[config.mk]
export PLATFORM = sky130hd
export DESIGN_NAME = seq_div
export DESIGN_NICKNAME = d
export VERILOG_FILES = /design/src/rtl/seq_div_pkg.sv /design/src/rtl/seq_div_step.sv /design/src/rtl/seq_div.sv
export SDC_FILE = /design/constraint.sdc
export NUM_CORES = 1
export LEC_CHECK = 0
export ABC_AREA = 1
export ABC_CLOCK_PERIOD_IN_PS = 1800
export BUFFER_PORTS_ARGS = -buffer_cell sky130_fd_sc_hd__buf_4
export CAP_MARGIN = 20
export CORE_UTILIZATION = 49
export CTS_CLUSTER_SIZE = 8
export DETAILED_ROUTE_END_ITERATION = 8
export PLACE_DENSITY = 0.73
export SETUP_SLACK_MARGIN = 0.5
export SLEW_MARGIN = 20
export SYNTH_ARGS = -nofsm -noshare
export SYNTH_HDL_FRONTEND = slang
export SYNTH_HIERARCHICAL = 1
export SYNTH_SLANG_ARGS = --single-unit
[constraint.sdc]
create_clock -name clk -period 1.8 [get_ports clk]
set_clock_uncertainty 0.1 [all_clocks]
set_input_delay 0.27 -clock clk [delete_from_list [all_inputs] [get_ports clk]]
set_output_delay 0.27 -clock clk [all_outputs]
set_load 0.02 [all_outputs]
[src/rtl/seq_div_pkg.sv]
// Shared types and constants for the seq_div restoring divider.
// Optional zero-divisor shortcut is enabled by defining SEQ_DIV_ZERO_DETECT_EN.
package seq_div_pkg;

  localparam int unsigned SEQ_DIV_WIDTH_DEF = 4;

  typedef enum logic [1:0] {
    IDLE = 2'd0,
    RUN  = 2'd1,
    DONE = 2'd2
  } state_e;

  // Step counter width; WIDTH >= 2 keeps this at least one bit.
  function automatic int unsigned cnt_width(input int unsigned width);
    return $clog2(width);
  endfunction

endpackage

[src/rtl/seq_div_step.sv]
// One combinational restoring-division step: shift in a dividend bit,
// subtract the divisor when it fits, and report the quotient bit.
module seq_div_step #(
  parameter int unsigned WIDTH = 4
) (
  input  logic [WIDTH:0]   i_rem,
  input  logic             i_bit,
  input  logic [WIDTH-1:0] i_divisor,
  output logic [WIDTH:0]   o_rem,
  output logic             o_q_bit
);

  logic [WIDTH+1:0] w_shift;
  logic [WIDTH:0]   w_diff;
  logic             w_ge;

  assign w_shift = {i_rem, i_bit};
  assign w_ge    = w_shift >= (WIDTH+2)'(i_divisor);
  // The shifted remainder never needs its top bit once the subtract happens.
  assign w_diff  = w_shift[WIDTH:0] - {1'b0, i_divisor};
  assign o_rem   = w_ge ? w_diff : w_shift[WIDTH:0];
  assign o_q_bit = w_ge;

endmodule

[src/rtl/seq_div.sv]
// Sequential unsigned restoring divider, one quotient bit per cycle.
// Define SEQ_DIV_ZERO_DETECT_EN to short-circuit divide-by-zero straight to DONE.
module seq_div
  import seq_div_pkg::*;
#(
  parameter int unsigned WIDTH = SEQ_DIV_WIDTH_DEF
) (
  input  logic             clk,
  input  logic             rst_n,
  input  logic             start,
  input  logic [WIDTH-1:0] a,
  input  logic [WIDTH-1:0] b,
  output logic             busy,
  output logic             done,
  output logic [WIDTH-1:0] q,
  output logic [WIDTH-1:0] r,
  output logic             div_zero
);

  localparam int unsigned      CNT_W = cnt_width(WIDTH);
  localparam logic [CNT_W-1:0] LAST  = CNT_W'(WIDTH - 1);

  state_e           r_state;
  state_e           w_next;
  logic [WIDTH:0]   r_rem;
  logic [WIDTH-1:0] r_dvd;
  logic [WIDTH-1:0] r_div;
  logic [CNT_W-1:0] r_cnt;
  logic             r_busy;
  logic             r_done;
  logic [WIDTH-1:0] r_q;
  logic [WIDTH-1:0] r_r;

  logic             w_accept;
  logic             w_last;
  logic             w_zero_acc;
  logic [WIDTH:0]   w_rem_nxt;
  logic             w_q_bit;

  assign w_accept = start && ((r_state == IDLE) || (r_state == DONE));
  assign w_last   = (r_state == RUN) && (r_cnt == LAST);

`ifdef SEQ_DIV_ZERO_DETECT_EN
  assign w_zero_acc = w_accept && (b == '0);
`else
  assign w_zero_acc = 1'b0;
`endif

  seq_div_step #(.WIDTH(WIDTH)) u_step (
    .i_rem     (r_rem),
    .i_bit     (r_dvd[WIDTH-1]),
    .i_divisor (r_div),
    .o_rem     (w_rem_nxt),
    .o_q_bit   (w_q_bit)
  );

  always_ff @(posedge clk) begin
    if (!rst_n) r_state <= IDLE;
    else        r_state <= w_next;
  end

  always_comb begin
    w_next = r_state;
    case (r_state)
      IDLE:    if (w_accept) w_next = w_zero_acc ? DONE : RUN;
      RUN:     if (w_last)   w_next = DONE;
      DONE:    if (w_accept) w_next = w_zero_acc ? DONE : RUN;
               else          w_next = IDLE;
      default: w_next = IDLE;
    endcase
  end

  // Operand capture, iteration datapath and registered status outputs.
  always_ff @(posedge clk) begin
    if (!rst_n) begin
      r_rem  <= '0;
      r_dvd  <= '0;
      r_div  <= '0;
      r_cnt  <= '0;
      r_busy <= 1'b0;
      r_done <= 1'b0;
      r_q    <= '0;
      r_r    <= '0;
    end else begin
      r_busy <= (w_next == RUN);
      r_done <= w_last || w_zero_acc;
      if (w_accept) begin
        r_rem <= '0;
        r_dvd <= a;
        r_div <= b;
        r_cnt <= '0;
        if (w_zero_acc) begin
          r_q <= '1;
          r_r <= a;
        end
      end else if (r_state == RUN) begin
        r_rem <= w_rem_nxt;
        r_dvd <= {r_dvd[WIDTH-2:0], w_q_bit};
        r_cnt <= r_cnt + CNT_W'(1);
        if (w_last) begin
          r_q <= {r_dvd[WIDTH-2:0], w_q_bit};
          r_r <= w_rem_nxt[WIDTH-1:0];
        end
      end
    end
  end

`ifdef SEQ_DIV_ZERO_DETECT_EN
  logic r_div_zero;

  always_ff @(posedge clk) begin
    if (!rst_n)        r_div_zero <= 1'b0;
    else if (w_accept) r_div_zero <= w_zero_acc;
  end

  assign div_zero = r_div_zero;
`else
  assign div_zero = 1'b0;
`endif

  assign busy = r_busy;
  assign done = r_done;
  assign q    = r_q;
  assign r    = r_r;

endmodule

Yosys cells after proc, flatten, opt, wreduce, memory -nomap -nowiden
Index checks and enable logic that the tools add are counted.
- bits in registers: 27
- bits in latches: 0
- memory bits (writable): 0
- memory bits (read-only): 0
- input bits: 11
- logic and storage cells: 32
- memories kept: 0
- add/sub/neg operators: 2
- $mul: 0
- divide/modulo/power cells: 0
- $lt $le $gt $ge: 1
- equality and inequality tests: 4
- shifts and indexed selects: 0
- multiplexer cells: 7
- bitwise logic cells: 2
- reduce and logical (&&, ||, !) cells: 7
- operators by type and width (cell ; number):
    $mux W4 ; 2
    $ge A6 B4 Y1 ; 1
    $pmux W2 S3 ; 1
    $mux W5 ; 1
    $sub A5 B4 Y5 ; 1
    $eq A2 B1 Y1 const B ; 2
    $eq A2 B2 Y1 const B ; 2
    $mux W2 ; 2
    $reduce_and A3 Y1 ; 1
    $add A2 B1 Y2 const B ; 1
    $logic_and A1 B1 Y1 ; 2
    $logic_not A2 Y1 ; 1
    $not A1 Y1 ; 2
    $reduce_bool A2 Y1 ; 1
    $reduce_or A2 Y1 ; 1
    $logic_or A1 B1 Y1 ; 1
    $mux W1 ; 1

Longest topological paths before layout
- depth after elaboration: 6
- gate-level depth with buffers: 12

Modules after synthesis
Netlist, hierarchy kept.
- modules (own cells, without submodules) (module ; instances ; cells each ; area an instance (µm²)):
    seq_div ; 1 ; 138 ; 1074.8
    seq_div_step ; 1 ; 45 ; 285.3

Worst setup path after synthesis
OpenSTA, ideal clock, no wires.
- path kind: flip-flop to flip-flop
- start point: register r_dvd[3]
- end point: register r_dvd[0]
- arrival: 1.486 ns
- slack: 0.096 ns
- stages on the path, launching flop included: 11
- buffers on the path: 0
- period minus slack after synthesis: 1.704 ns
- path through: dfxtp_1 > inv_1 > ha_1 > inv_1 > fa_1 > nand2_1 > nand2_2 > nand2_4 > nand3_4 > nor3_1 > nor2_1
- longest elaborated chain between the ends: 3
- RTL lines (item ; RTL line ; text):
    from (decl) ; seq_div.sv:26 ; logic [WIDTH-1:0] r_dvd;
    from (signal assigned) ; seq_div.sv:98 ; r_dvd <= {r_dvd[WIDTH-2:0], w_q_bit};
    $ge A6 B4 Y1 ; seq_div_step.sv:18 ; assign w_ge = w_shift >= (WIDTH+2)'(i_divisor);
    via w_q_bit ; seq_div.sv:38 ; logic w_q_bit;
    $mux W4 ; seq_div.sv:96 ; end else if (r_state == RUN) begin
    $mux W4 ; seq_div.sv:87 ; if (w_accept) begin
The timed path passes the listed nets, and every way through them passes these cells. The select of a mux whose other input is x is not followed.
A chain may end at the register's enable or synchronous reset.

Worst setup path after layout
- start point: register r_dvd[3]
- end point: register r_q[0], in the netlist q[0]
- longest elaborated chain between the ends: 1
- RTL lines (item ; RTL line ; text):
    $ge A6 B4 Y1 ; seq_div_step.sv:18 ;
    via w_q_bit ; seq_div.sv:38 ;
    to (signal assigned) ; seq_div.sv:101 ; r_q <= {r_dvd[WIDTH-2:0], w_q_bit};
    to (decl) ; seq_div.sv:31 ; logic [WIDTH-1:0] r_q;
The timed path passes the listed nets, and every way through them passes these cells.

==> flow_summary.toml <==
[run_status]
run_status = "finished clean"

[floorplanning]
die_h_um = 54.7
coreArea_um2 = 2540
start_util = 0.534
fp-row-count = 18
ios = 22
dieArea_um2 = 2990
die_x_um = 54.7

[cells_and_area]
final_common_cell = "nand2_1"
design_area_um2 = 1640
fillers = 238
layout.nets = 225
final_cell_mix = "nand2_1 (41), buf_4 (26), dfxtp_1 (24)"
layout-drive-gt1-share = 0.300
diodes = 0
seqCellArea_um2 = 544
multi_input_comb_area_um2 = 749
syn_to_final_growth_pct = 20.2

[route]
drc = 0
first_pass_iters = 6
avgRoutedWirePerCell_um = 11.4
wl_mm = 2.70
via_count = 1225
first_iter_violations = 24
post_drt_via_cell_ratio = 5.17
final_antenna_net_count = 0

[synthesis]
synth_cell_types = 26
syn_nets = 200
syn_avg_cell_area_um2 = 7.43
ys_ff_latch = 27
yosysSeqAreaShare = 0.397
synth-edff-count = 0
ys.flop_type = "dfxtp_1"
netlist_area_um2 = 1360
async_flop_share = 0
synth.yosys.warnings = 6
synthCells = 183

[clock_network]
clk_pin_slew_ns = 0.15
hold_buffers = 0
htreeDepth = 1
root_buffer = "clkbuf_4"
clockBufferDepth = 2
cts.sinks = 27
cts_inserted_buffers = 3
clock_latency_ns = 0.33
cts_tree = "built"

[global_route]
grt_pass1_wl_mm = 4.29
grt_pass1_vias = 1064
grt_usage = 0.200
antenna_found_initial = 0
grt_max_degree = 20
gr-total-overflow = 0

[timing]
setup_viol = 0
hold_viol = 0
fmax_mhz = 567
min_period_over_period = 0.980
rsz0062_at_grt = "true"
setup_ws_ns = 0.0352
drv_slew = 0
min_period_ns = 1.76

[placed_design]
gp_congestion = 0.850
placed_area_um2 = 1520
dpl_worst_slack_ns = 0.0356
dp_hpwl_mm = 1.98
io_buffers = 20

[pwr]
swShare = 0.327
power_frac_seq = 0.502
ir_worst_vdd_uv = 475
p_leak_nw = 0.787
p_clk_frac = 0.205
p_per_area_nw_per_um2 = 791
combPwrFrac = 0.293
switchingPower_mw = 0.423
p_int_mw = 0.872

[worst_setup_path]
crit_chain = "inv_2 > ha_4 > inv_2 > fa_2 > nand2_2 > nand2_2 > nand2_4 > nand3_4 > buf_4 > nand3_1 > a21boi_1"
slowest_delay_ns = 0.36
cp_slowest_cell = "fa_2"
cp_max_fo = 6
startpoint = "r_dvd[3]$_SDFFE_PN0P_"
crit_path_end_kind = "register"
r2r-start = "r_dvd[3]$_SDFFE_PN0P_"
cp.required_ns = 1.94
crit_arrival_ns = 1.91
crit_type = "register to register"
cp-start-kind = "register"

[worst_hold_path]
hold_class = "primary input to register"
hold_start = "b[2]"

[run]
drv_cap = 0
==> synth_stat cells (4+ instances only) <==
library cell  count  area [um2]
nand4_1           4        25.0
dfxtp_1          27         541
a21boi_1          4        30.0
a21oi_1           9        45.0
nand2_1          49         184
inv_1            19        71.3
nand3b_1          4        30.0
o21ai_0           4        20.0
ha_1              5        62.6
nor2_1           14        52.6
nor3_1            4        20.0
nand3_1          16        80.1
nand2_2           5        31.3
==> power by group through the flow <==
stage	logic [mW]	clock network, mW	registers [mW]
4_1_cts	0.331	0.274	0.650
3_5_place_dp	0.323	0	0.663
2_1_floorplan	0.264	0	0.660
5_1_grt	0.423	0.300	0.653
3_3_place_gp	0.312	0	0.662
6_report	0.380	0.265	0.650
==> registers in the layout, indices dropped and copies added, names as in the netlist <==
signal,count
busy,1
done,1
q,4
r,4
r_cnt,2
r_div,4
r_dvd,4
r_rem,5
r_state,2
==> kinds of logic after synthesis <==
kind of cell / count (synthesis) / synth area share
simple gates: 102 / 0.360
buf+inv: 27 / 0.0929
flops: 27 / 0.397
compound gates: 18 / 0.0736
fa+ha+maj: 6 / 0.0607
xor+xnor: 2 / 0.0129
other cells: 1 / 0.00276
==> final timing paths <==
kind                                end  slack, ns  cells past startpoint
hold reg to reg       q[3]$_SDFFE_PN0P_       0.38                      2
setup reg to reg      q[0]$_SDFFE_PN0P_       0.04                     11
setup / recovery      q[0]$_SDFFE_PN0P_       0.04                     11
hold / removal    r_div[2]$_SDFFE_PN0P_       0.09                      3
==> routing by layer <==
metal  share of wire  vias to the layer above  track usage
met1            0.47                      577        0.237
met4           0.010                        0       0.0598
met3           0.024                        4       0.0333
met2            0.49                       18        0.361
met5               0                        -            0
li1                -                      626            -
==> final cells by class <==
cell class | count | area share
multi-input combinational | 129 | 0.458
sequential | 27 | 0.333
timing repair buffer | 26 | 0.119
inverter | 21 | 0.0482
tap | 30 | 0.0230
clock buffer | 3 | 0.0138
clock inverter | 1 | 0.00459
==> what timing repair did <==
action                     in CTS  in global routing
setup buffers                   2                  4
setup endpoints to repair      14                 23
resized for setup               0                 13
pin swaps                       5                  7
==> worst max-delay path, delay by kind of cell, from the launching register on <==
kind | cells | cell delay (ns)
buf+inv | 3 | 0.25
fa+ha+maj | 2 | 0.47
compound gates | 1 | 0.07
simple gates | 5 | 0.45
flops | 1 | 0.35
==> through the flow <==
step	utilization	total power, mW	setup TNS [ns]	cells	hold WS (ns)
floorplan	-	0.925	0	183	0.333
global placement	0.598	0.975	0	227	0.353
detailed placement	0.598	0.986	0	227	0.360
CTS	0.616	1.25	0	233	0.0963
global route	0.643	1.38	-0.0550	237	0.102
finish	0.643	1.29	0	237	0.0933
(Power assumes the default switching activity.)
